### src/rtl/spi_dac_pkg.sv
// Shared state encoding and default configuration for the SPI DAC writer.
package spi_dac_pkg;

  typedef enum logic [2:0] {
    IDLE    = 3'd0,
    SETUP   = 3'd1,
    SHIFT_H = 3'd2,
    SHIFT_L = 3'd3,
    HOLD    = 3'd4,
    DONE    = 3'd5
  } state_t;

  localparam int          DEF_DW        = 32;
  localparam int          DEF_NCH       = 4;
  localparam int          DEF_CLKDIV    = 1;
  localparam logic [63:0] DEF_INIT_WORD = 64'h0000_0000_0a00_0000;

endpackage

### src/rtl/spi_dac_tick.sv
// Half-period timer: 'last' marks the final clk cycle of a CLKDIV-long phase.
module spi_dac_tick #(
  parameter int CLKDIV = 1
) (
  input  logic clk,
  input  logic reset,
  input  logic restart,
  output logic last
);

  logic [7:0] cnt;

  always_ff @(posedge clk or negedge reset) begin
    if (!reset) begin
      cnt <= '0;
    end else if (restart || last) begin
      cnt <= '0;
    end else begin
      cnt <= cnt + 8'd1;
    end
  end

  assign last = (cnt == 8'(CLKDIV - 1));

endmodule

### src/rtl/spi_dac_writer.sv
// SPI DAC frame writer: MSB-first word to one of NCH active-low syncs.
// Define SPI_DAC_WRITER_INIT_EN to send INIT_WORD to every channel after reset.
module spi_dac_writer
  import spi_dac_pkg::*;
#(
  parameter int          DW        = DEF_DW,
  parameter int          NCH       = DEF_NCH,
  parameter int          CLKDIV    = DEF_CLKDIV,
  parameter logic [63:0] INIT_WORD = DEF_INIT_WORD,
  localparam int         CW        = (NCH > 1) ? $clog2(NCH) : 1
) (
  input  logic           clk,
  input  logic           reset,
  input  logic           start,
  input  logic [CW-1:0]  ch,
  input  logic [DW-1:0]  data,
  output logic           ready,
  output logic           done,
  output logic           err,
  output logic           din,
  output logic           sclk,
  output logic [NCH-1:0] syn,
  output state_t         dbg_state
);

  localparam int            BW     = $clog2(DW + 1);
  localparam logic [DW-1:0] INIT_W = DW'(INIT_WORD);

  // Handshake: a request is taken on any rising edge where start=1 and
  // ready=1; ready is high only in IDLE, so start is ignored mid-frame.
  state_t          state_q, state_d;
  logic [DW-1:0]   sreg;
  logic [CW-1:0]   ch_q;
  logic [BW-1:0]   bit_cnt;
  logic            err_q;
  logic            tick_last;
  logic            ch_ok, accept, reject;
  logic            init_pend;
  logic [CW-1:0]   init_ch;

`ifdef SPI_DAC_WRITER_INIT_EN
  // One init frame per channel; done stays quiet while these run.
  always_ff @(posedge clk or negedge reset) begin
    if (!reset) begin
      init_pend <= 1'b1;
      init_ch   <= '0;
    end else if (state_q == DONE && init_pend) begin
      if (init_ch == CW'(NCH - 1)) begin
        init_pend <= 1'b0;
      end else begin
        init_ch <= init_ch + 1'b1;
      end
    end
  end
`else
  assign init_pend = 1'b0;
  assign init_ch   = '0;
`endif

  assign ready  = (state_q == IDLE) && !init_pend;
  assign ch_ok  = (32'(ch) < NCH);
  assign accept = ready && start && ch_ok;
  assign reject = ready && start && !ch_ok;

  spi_dac_tick #(.CLKDIV(CLKDIV)) u_tick (
    .clk     (clk),
    .reset   (reset),
    .restart (state_d != state_q),
    .last    (tick_last)
  );

  always_comb begin
    state_d = state_q;
    case (state_q)
      IDLE:    if (init_pend || accept) state_d = SETUP;
      SETUP:   if (tick_last) state_d = SHIFT_H;
      SHIFT_H: if (tick_last) state_d = SHIFT_L;
      SHIFT_L: if (tick_last) state_d = (bit_cnt == BW'(DW - 1)) ? HOLD : SHIFT_H;
      HOLD:    if (tick_last) state_d = DONE;
      DONE:    state_d = IDLE;
      default: state_d = IDLE;
    endcase
  end

  always_ff @(posedge clk or negedge reset) begin
    if (!reset) begin
      state_q <= IDLE;
      sreg    <= '0;
      ch_q    <= '0;
      bit_cnt <= '0;
      err_q   <= 1'b0;
    end else begin
      state_q <= state_d;
      err_q   <= reject;
      if (state_q == IDLE) begin
        bit_cnt <= '0;
        if (init_pend) begin
          sreg <= INIT_W;
          ch_q <= init_ch;
        end else if (accept) begin
          sreg <= data;
          ch_q <= ch;
        end
      end
      // Next bit is presented only as sclk rises, keeping din steady over the fall.
      if (state_q == SHIFT_L && tick_last) begin
        bit_cnt <= bit_cnt + 1'b1;
        if (state_d == SHIFT_H) sreg <= {sreg[DW-2:0], 1'b0};
      end
    end
  end

  always_comb begin
    sclk = 1'b1;
    din  = 1'b0;
    syn  = '1;
    case (state_q)
      SETUP, SHIFT_H: begin
        din = sreg[DW-1];
        syn = ~(NCH'(1) << ch_q);
      end
      SHIFT_L: begin
        sclk = 1'b0;
        din  = sreg[DW-1];
        syn  = ~(NCH'(1) << ch_q);
      end
      HOLD:    syn = ~(NCH'(1) << ch_q);
      default: ;
    endcase
  end

  assign done      = (state_q == DONE) && !init_pend;
  assign err       = err_q;
  assign dbg_state = state_q;

endmodule

### config.mk
export PLATFORM = sky130hd
export DESIGN_NAME = spi_dac_writer
export DESIGN_NICKNAME = d
export VERILOG_FILES = /design/src/rtl/spi_dac_pkg.sv /design/src/rtl/spi_dac_tick.sv /design/src/rtl/spi_dac_writer.sv
export SDC_FILE = /design/constraint.sdc
export NUM_CORES = 1
export LEC_CHECK = 0
export ABC_AREA = 0
export BUFFER_PORTS_ARGS = -buffer_cell sky130_fd_sc_hd__buf_2
export CELL_PAD_IN_SITES_DETAIL_PLACEMENT = 1
export CELL_PAD_IN_SITES_GLOBAL_PLACEMENT = 1
export CORE_UTILIZATION = 45
export DETAILED_ROUTE_END_ITERATION = 8
export PLACE_DENSITY_LB_ADDON = 0.12
export SYNTH_ARGS = -nofsm -noshare
export SYNTH_HDL_FRONTEND = slang
export SYNTH_SLANG_ARGS = --single-unit
### constraint.sdc
create_clock -name clk -period 2.5 [get_ports clk]
set_input_delay 0.25 -clock clk [delete_from_list [all_inputs] [get_ports clk]]
set_output_delay 0.25 -clock clk [all_outputs]
set_load 0.02 [all_outputs]
## Word level (Yosys, flattened, before mapping)

Index checks and enable logic that the tools add are counted.

- Register bits: 51
- Input port bits: 37
- Output and inout port bits: 12
- Logic and storage cells: 43

- Add/subtract/negate cells: 2
- Eq/ne operators: 8
- Shift operators: 1
- Muxes and demuxes: 17
- Bitwise logic cells: 1
- Reduce and logical (&&, ||, !) cells: 9

Operators with widths:

| operator | number |
|---|---|
| two-way mux 32 bit | 4 |
| two-way mux 3 bit | 6 |
| one-hot mux 3 bit (5 select lines) | 1 |
| two-way mux 6 bit | 2 |
| == test 3 x 2 -> 1 bit, second input constant | 3 |
| adder 8 x 1 -> 8 bit, second input constant | 1 |
| zero test 8 bit | 1 |
| two-way mux 8 bit | 1 |
| adder 6 x 1 -> 6 bit, second input constant | 1 |
| == test 3 bit, second input constant | 2 |
| == test 6 x 5 -> 1 bit, second input constant | 1 |
| two-way mux 4 bit | 1 |
| NOT 4 bit | 1 |
| OR reduction 4 bit | 1 |
| << shifter 1 x 2 -> 4 bit, first input constant | 1 |
| == test 3 x 1 -> 1 bit, second input constant | 1 |
| zero test 3 bit | 1 |
| inequality test 3 bit | 1 |
| OR reduction 3 bit | 1 |
| logical AND 1 bit | 2 |
| two-way mux 1 bit | 2 |
| AND reduction 2 bit | 1 |
| nonzero test 2 bit | 1 |
| logical OR 1 bit | 1 |

## Depth between registers and ports, before layout

Gate-level depths: netlist (run 1).

- Depth in word-level cells: 7
- Gate-level depth with buffers: 8
- Depth with buffers taken out: 6

## Modules after synthesis

From an unflattened synthesis (run 1), not the netlist that was laid out.

- Cells, all modules: 208
- Area total of the unflattened synthesis: 2661.3 µm²

By module, submodules not included:

| module | instances | cells an instance | area an instance (µm²) | sequential area each (µm²) |
|---|---|---|---|---|
| spi_dac_writer | 1 | 167 | 2245.9 | 1076.0 |
| spi_dac_tick | 1 | 41 | 415.4 | 200.2 |

## Least setup slack after synthesis (run 1)

No wires, ideal clock.

- Kind: reg2reg
- Start: reg state_q[0], in the netlist dbg_state[0]
- End: reg sreg[12]
- Library setup time: 0.125 ns
- Arrival time: 2.056 ns
- Data required time: 2.375 ns
- Setup slack: 0.319 ns
- Stages on the path, launching flop included: 9
- Path buffers: 3
- Clock period less this slack: 2.181 ns
- Path through: dfrtp_1 buf_6 or3_4 inv_4 and2_4 buf_12 buf_12 mux2_4 mux2_2

- Longest elaborated chain between the ends: 7
- Elaborated cells on any way between the ends: 18
- Those cells by class: eq/ne: 5; mux: 10; reduce/logical: 3

RTL lines:

| item | line | RTL |
|---|---|---|
| start: declaration | spi_dac_writer.sv:31 | `state_t state_q, state_d;` |
| start signal: assignment | spi_dac_writer.sv:93 | `state_q <= state_d;` |
| zero test 3 bit (*) | spi_dac_writer.sv:60 | `assign ready = (state_q == IDLE) && !init_pend;` |
| net ready | spi_dac_writer.sv:17 | `output logic ready,` |
| logical AND 1 bit | n/a |  |
| two-way mux 3 bit | spi_dac_writer.sv:75 | `IDLE: if (init_pend \|\| accept) state_d = SETUP;` |
| one-hot mux 3 bit (5 select lines) | spi_dac_writer.sv:74 | `case (state_q)` |
| == test 3 x 2 -> 1 bit | spi_dac_writer.sv:108 | `if (state_d == SHIFT_H) sreg <= {sreg[DW-2:0], 1'b0};` |
| two-way mux 32 bit | spi_dac_writer.sv:108 |  |
| two-way mux 32 bit (*) | spi_dac_writer.sv:106 | `if (state_q == SHIFT_L && tick_last) begin` |
| end signal: assignment | spi_dac_writer.sv:101 | `sreg <= data;` |
| end signal: assignment | spi_dac_writer.sv:108 |  |
| end: declaration | spi_dac_writer.sv:32 | `logic [DW-1:0] sreg;` |

Mark *: on every way through the listed nets, which the timed path passes. The rest lies on a longest branch.
A chain may end at the register's enable or synchronous reset.

## Final worst setup path (run 1)

- Start: reg u_tick.cnt[0]
- End: reg state_q[0], in the netlist dbg_state[0]

- Longest elaborated chain between the ends: 3
- Elaborated cells on any way between the ends: 6
- Those cells by class: mux: 5; reduce/logical: 1

RTL lines:

| item | line | RTL |
|---|---|---|
| start: declaration | spi_dac_tick.sv:11 | `logic [7:0] cnt;` |
| start signal: assignment | spi_dac_tick.sv:19 | `cnt <= cnt + 8'd1;` |
| zero test 8 bit (*) | spi_dac_tick.sv:23 | `assign last = (cnt == 8'(CLKDIV - 1));` |
| two-way mux 3 bit, on equally long branches | n/a |  |
| one-hot mux 3 bit (5 select lines) (*) | spi_dac_writer.sv:74 |  |
| net state_d[0] | spi_dac_writer.sv:31 |  |

Marks and branches as above.

==> results.md, run 1 <==
- Clock Tree Buf Depth: 2
- Mux cell area share after synthesis: 29.6%
- CTS tree: built
- Crit path time final: 2200 ps
- Initial DRC Count: 55
- Hpwl dp: 3960 um
- Post-Syn Nets: 256
- Synth top area share: 46.3%
- Crit path required time: 2660 ps
- CP Class: reg2reg
- Comb power frac: 3.8%
- Internal: 1.04 mW
- Share of layout cells above drive strength 1: 47.4%
- Htree depth: 2
- CP max stage delay: 500 ps
- Antenna cells: 0
- Overflow after GRT: 0
- Synth area leader: dfrtp_1
- WL/cell: 15.7 um
- P per Cell Area: 426 nW/um2
- Die ar.: 6440 um2
- Iteration count of the initial detailed-routing pass: 4
- Area grow syn2layout: 14.0%
- GR Util All Layers: 18.4%
- Largest net degree at the start of global routing: 33
- Mapped Avg Cell Area: 12.7 um2
- Detail Route Antenna Nets: 0
- Total negative slack: 0 ps
- Post-CTS setup buffers: 0
- CTS clock-pin slew for the worst setup and hold paths: 90 ps
- Crit path launch type: flip-flop
- Top delay family on crit path: simple AND/OR/NAND/NOR gates
- Post-synthesis adder-cell area fraction: 1.36%
- Synth Area in XOR/XNOR: 2.23%
- Clk Latency, worst-skew pair: 300 ps
- Worst-Margin Slew: 574 ps
- Main combinational cell family by area after synthesis: multiplexers
- Vias in the first global route: 1807
- Ys Warns: 0
- Io pins: 49
- Synth Area in Compound Gates: 2.86%
- Final setup viols: 0
- Final worst path period share: 87.9%
- Area of the mapped netlist: 2750 um2
- Critical-path cell list: inv_1 -> ha_1 -> or4b_4 -> nor2_1 -> mux2i_1 -> o311ai_0
- Max Freq: 0.455 GHz
- Post-DR vias/cell: 5.17
- Die Height: 80.2 um
- First-pass GRT wire length: 8910 um
- Synth cell types: 39
- Register area share after synthesis: 46.3%
- CP Data Arrival Time: 2350 ps
- Gate Count Post-Synth: 216
- Die extent in x: 80.2 um
- Area share of and/or/nand/nor cells after synthesis: 11.4%
- Fillers: 640
- Final Skew: 5.91 ps
- Buffers added on ports: 47
- Synthesis-stage register bit count: 51
- CP Max Fanout: 6
- WL final: 5400 um
- # DRC: 0
- CP endpoint kind: flip-flop
- Final Wtd Congestion: 0.725
- Core area: 5920 um2
- Total of cells resized after clock tree synthesis: 0
- DR vias: 1783
- Initial antenna violation count: 0
- Setup repair after global routing missed its margin: false
- Top post-synthesis cells by area: dfrtp_1, mux2_2, mux2_4, buf_12, mux2_1
- Root buffer cell: clkbuf_8
- Total Nets Final: 309
- Crit path buf inv count: 1
- Initial Utilization: 46.5%
- Hold Vio Cnt, Final: 0
- Slew Limit Fails: 0
- Max cap viols: 0
- Worst VDD drop: 0.241 mV
- Run status: completed
- Row count: 28
- Switching pwr: 293 uW
- Crit-path slowest cell: or4b_4
- Clock Power Share: 34.6%
- Reg power frac: 61.6%
- CTS Sinks: 51
- Slew HR: 61.7%
- CTS Buf Count: 5
- Worst min path class: in2reg
- Sw Ratio: 21.9%
- Hold slack: 178 ps
- Pleak: 1.57 nW
-- path summary, 6_finish.rpt --
kind                                    start      endpoint  slack (ps)  cells after the start
worst max-delay path            u_tick.cnt[0]  dbg_state[0]         300                      6
worst min-delay path                    ch[0]       ch_q[0]         180                      2
worst max register to register  u_tick.cnt[0]  dbg_state[0]         300                      6
worst min register to register       sreg[29]      sreg[30]         510                      1
max in group asynchronous               reset      sreg[31]        1560                      3
min in group asynchronous               reset       sreg[5]         310                      2
-- cell usage after synthesis, drive strengths merged --
cell type / number
mux2: 64
dfrtp: 51
nor2: 14
buf: 12
nand2: 10
nand3: 10
o21ai: 8
inv: 6
xor2: 6
a21oi: 3
and3: 3
ha: 3
nor3: 3
or3: 3
mux2i: 2
nor3b: 2
nor4: 2
a22o: 1
a31oi: 1
and2: 1
and3b: 1
and4: 1
conb: 1
nand2b: 1
nand4: 1
nand4b: 1
nor4b: 1
o311ai: 1
or3b: 1
or4b: 1
xnor2: 1
-- per-stage QoR --
stage | total power, mW | cells | setup slack [ps] | util [%] | cell area [um2]
final | 1.34 | 345 | 303 | 53.0 | 3140
after global placement | 0.891 | 336 | 366 | 51.5 | 3050
after floorplan | 0.844 | 216 | 319 | - | 2750
after global routing | 1.40 | 345 | 128 | 53.0 | 3140
after detailed placement | 0.892 | 336 | 273 | 51.5 | 3050
after CTS | 1.36 | 345 | 244 | 53.0 | 3140
-- state kept, by name (all words and copies together), names as in the netlist --
name / flops
ch_q: 2
bit_cnt: 6
u_tick.cnt: 8
sreg: 32
dbg_state: 3
-- cells in the final DEF, fill, tap and decap left out, types with 3 or more instances in the layout --
cell / instances
ha_1: 3
mux2_1: 7
a21oi_1: 3
and3_1: 3
nor2_1: 13
nand3_1: 10
mux2_2: 37
mux2_4: 20
buf_4: 8
nor3_1: 3
inv_1: 5
clkbuf_8: 5
nand2_1: 10
xor2_1: 6
buf_2: 47
dfrtp_1: 51
o21ai_0: 8
-- per-layer routing --
| layer | up-vias | global-route usage, % | wire length [um] |
|---|---|---|---|
| li1 | 863 | - | - |
| met3 | 7 | 4.66 | 257 |
| met1 | 879 | 25.3 | 2550 |
| met4 | 0 | 5.89 | 57 |
| met2 | 34 | 28.4 | 2530 |
| met5 | - | 0 | 0 |
-- worst reg2reg max path: stages, from the launching register on --
cell and delay, ps:
dfrtp_1 440, inv_1 80, ha_1 180, or4b_4 500
nor2_1 320, mux2i_1 120, o311ai_0 410
-- layout make-up --
class,instances,area (um2),share of cell area [%]
Sequential cell,51,1280,40.7
Multi-Input combinational cell,147,1320,42.0
Clock inverter,1,5.00,0.159
Timing Repair Buffer,58,345,11.0
Tap cell,75,93.8,2.99
Clock buffer,7,76.3,2.43
Inverter,6,25.0,0.797
-- kinds of logic after synthesis --
logic type	Yosys count
other	1
muxes	66
and+or+nand+nor	56
DFF	51
AOI/OAI and AO/OA	14
adders and majority gates	3
xor gates and xnor gates	7
buffers and inverters	18
-- power by group through the flow --
stage	combinational [mW]	sequential (mW)	clock, mW
3_3_place_gp	0.0504	0.841	0
4_1_cts	0.0529	0.824	0.487
6_report	0.0506	0.824	0.463
3_5_place_dp	0.0518	0.841	0
5_1_grt	0.0585	0.824	0.513
2_1_floorplan	0.00354	0.841	0
-- repair_timing --
action,in CTS,in global routing
endpoints found under the hold margin,6,0
hold buffers,1,0
endpoints found under the setup margin,0,0
Note: power is estimated with default switching activity, not from simulation.
==> run 2: changes to the inputs <==
- ABC_CLOCK_PERIOD_IN_PS: not set -> 2200
- clock period: 2.5 -> 2.2 ns (I/O delays scaled with it)
==> run 2 against run 1 <==
- hold slack worse by 26 ps
- count of clock-buffer cells in the layout down 2
- first-iteration DRC count down 15%
- cell count up 1.7%
- sequential power up 14%
- cell area up 2.0%
- via count up 2.9%
- critical path depth unchanged
- clock power up 16%
- total power up 14%
- critical path type unchanged
- highest routed layer unchanged
==> results.md, run 2 (synthesized netlist as in run 1, its figures left out) <==
- CTS Buf Count: 5 (unchanged)
- Flop-to-flop setup slack: 190 ps (was 300 ps)
- R2r endpoint: sreg[25] (was dbg_state[0])
- Crit path time final: 2010 ps (was 2200 ps)
- Post-DR vias/cell: 5.23 (was 5.17)
- Worst Hold End: ch_q[0] (unchanged)
- WL met3: 213 um (was 257 um)
- Max cap viols: 0 (unchanged)
- Setup repair after global routing missed its margin: false (unchanged)
- Final Wtd Congestion: 0.781 (was 0.725)
- Commonest non-fill, non-tap cell in the layout: dfrtp_1 (unchanged)
- Die ar.: 6440 um2 (unchanged)
- Antenna cells: 0 (unchanged)
- Pleak: 1.62 nW (was 1.57 nW)
- Overflow after GRT: 0 (unchanged)
- CTS Sinks: 51 (unchanged)
- Register-to-Register Path Depth: 6 (unchanged)
- Met2 wire len: 2600 um (was 2530 um)
- Crit path required time: 2380 ps (was 2660 ps)
- Largest registers: sreg (32), u_tick.cnt (8), bit_cnt (6) (unchanged)
- Worst-Margin Slew: 640 ps (was 574 ps)
- Root buffer cell: clkbuf_8 (unchanged)
- Total negative slack: 0 ps (unchanged)
- Initial Utilization: 46.5% (unchanged)
- Initial DRC Count: 47 (was 55)
- Buffers added on ports: 47 (unchanged)
- P per Cell Area: 478 nW/um2 (was 426 nW/um2)
- Largest net degree at the start of global routing: 28 (was 33)
- Crit path launch type: flip-flop (unchanged)
- Worst min path class: in2reg (unchanged)
- First-pass GRT wire length: 8890 um (was 8910 um)
- CP max stage delay: 430 ps (was 500 ps)
- Commonest cells after routing, fill and taps aside: dfrtp_1, buf_2, mux2_2 (unchanged)
- Hold path depth: 2 (unchanged)
- Total Nets Final: 315 (was 309)
- Area after DPL: 3110 um2 (was 3050 um2)
- Run status: completed (unchanged)
- Row count: 28 (unchanged)
- Vias in the first global route: 1890 (was 1807)
- Detail Route Antenna Nets: 0 (unchanged)
- Share of layout cells above drive strength 1: 49.3% (was 47.4%)
- CTS clock-pin slew for the worst setup and hold paths: 90 ps (about the same)
- Final Total Pwr: 1.53 mW (was 1.34 mW)
- Biggest register: sreg (unchanged)
- GR Util All Layers: 18.1% (was 18.4%)
- Total of cells resized after clock tree synthesis: 0 (unchanged)
- CP Max Fanout: 14 (was 6)
- Die Height: 80.2 um (unchanged)
- Iteration count of the initial detailed-routing pass: 2 (was 4)
- Final worst path period share: 91.3% (was 87.9%)
- Slew Limit Fails: 0 (unchanged)
- WL/cell: 15.7 um (about the same)
- Slew HR: 57.3% (was 61.7%)
- Initial antenna violation count: 0 (unchanged)
- Clk Latency, worst-skew pair: 290 ps (was 300 ps)
- Worst VDD drop: 0.309 mV (was 0.241 mV)
- Placement Setup Slack: 198 ps (was 273 ps)
- Area grow syn2layout: 16.3% (was 14.0%)
- RR Startpoint: dbg_state[0] (was u_tick.cnt[0])
- Final Skew: 4.69 ps (was 5.91 ps)
- Final setup viols: 0 (unchanged)
- Crit-path slowest cell: or3_4 (was or4b_4)
- CP endpoint kind: flip-flop (unchanged)
- Die extent in x: 80.2 um (unchanged)
- Worst hold start: ch[0] (unchanged)
- Max reg flops: 32 (unchanged)
- Critical-path cell list: or3_4 -> inv_4 -> and2_4 -> buf_4 -> mux2_1 -> mux2_2 (was inv_1 -> ha_1 -> or4b_4 -> nor2_1 -> mux2i_1 -> o311ai_0)
- Crit path from: dbg_state[0] (was u_tick.cnt[0])
- Setup WS post-layout: 192 ps (was 303 ps)
- Clock Tree Buf Depth: 2 (unchanged)
- Met1 Wirelength: 2620 um (was 2550 um)
- CP Data Arrival Time: 2190 ps (was 2350 ps)
- CP Class: reg2reg (unchanged)
- # DRC: 0 (unchanged)
- Hpwl dp: 4180 um (was 3960 um)
- Htree depth: 2 (unchanged)
- DR vias: 1834 (was 1783)
- Max Freq: 0.498 GHz (was 0.455 GHz)
- Top Metal Used: met4 (unchanged)
- WL final: 5490 um (was 5400 um)
- Hold Vio Cnt, Final: 0 (unchanged)
- Core area: 5920 um2 (unchanged)
- Fillers: 649 (was 640)
- Design Area, Final: 3200 um2 (was 3140 um2)
- CTS tree: built (unchanged)
- Io pins: 49 (unchanged)
-- run 2: cell count changes in the layout (fill, tap and decap cells not counted), sizes merged --
cell,previous run,this run
clkbuf,7,5
inv,6,7
clkinv,1,2
buf,57,63
-- run 2: worst max path at each step --
stage | end | slack (ps) | cells after the start
final | sreg[25] | 190 | 6
after global placement | sreg[31] | 230 | 6
after global routing | sreg[26] | 120 | 6
after detailed placement | sreg[25] | 200 | 6
after CTS | sreg[25] | 180 | 6
after floorplan | sreg[12] | 20 | 8
-- run 2: critical path: cells and delay by family (launching register included) --
family                 cells  cell delay [ps]
muxes                      2              610
buffers and inverters      2              310
DFF                        1              380
and+or+nand+nor            2              580
-- run 2: timing repair --
item / 4_1_cts / 5_1_grt
endpoints found under the setup margin: 0 / 0
buffers inserted: 0 / 0
hold buffers: 1 / 0
hold endpoints to repair: 26 / 0
-- run 2: area by class of cell --
type / count / area (um2) / area share, %
multi-input combinational: 147 / 1320 / 41.1
clock inverter: 3 / 18.8 / 0.586
inverter: 6 / 25.0 / 0.781
tap: 75 / 93.8 / 2.93
clock buffer: 5 / 68.8 / 2.15
sequential: 51 / 1280 / 39.8
timing repair buffer: 64 / 403 / 12.6
-- run 2: metrics by stage --
stage | hold slack (ps) | cells | utilization, %
3_5_place_dp | 285 | 342 | 52.5
6_report | 153 | 351 | 54.1
5_1_grt | 150 | 351 | 54.1
3_3_place_gp | 297 | 342 | 52.5
2_1_floorplan | -75.6 | 216 | -
4_1_cts | 149 | 351 | 54.1
-- run 2: power breakdown --
part | switching, mW | internal, mW | total (mW)
sequential | 0 | 0.937 | 0.937
clock | 0.311 | 0.225 | 0.536
combinational | 0.0303 | 0.0279 | 0.0582
total | 0.341 | 1.19 | 1.53
-- run 2: routing by layer --
metal,global-route usage (%),vias up
li1,-,877
met1,24.9,916
met2,29.1,34
met3,3.75,7
met4,4.64,0
met5,0,-
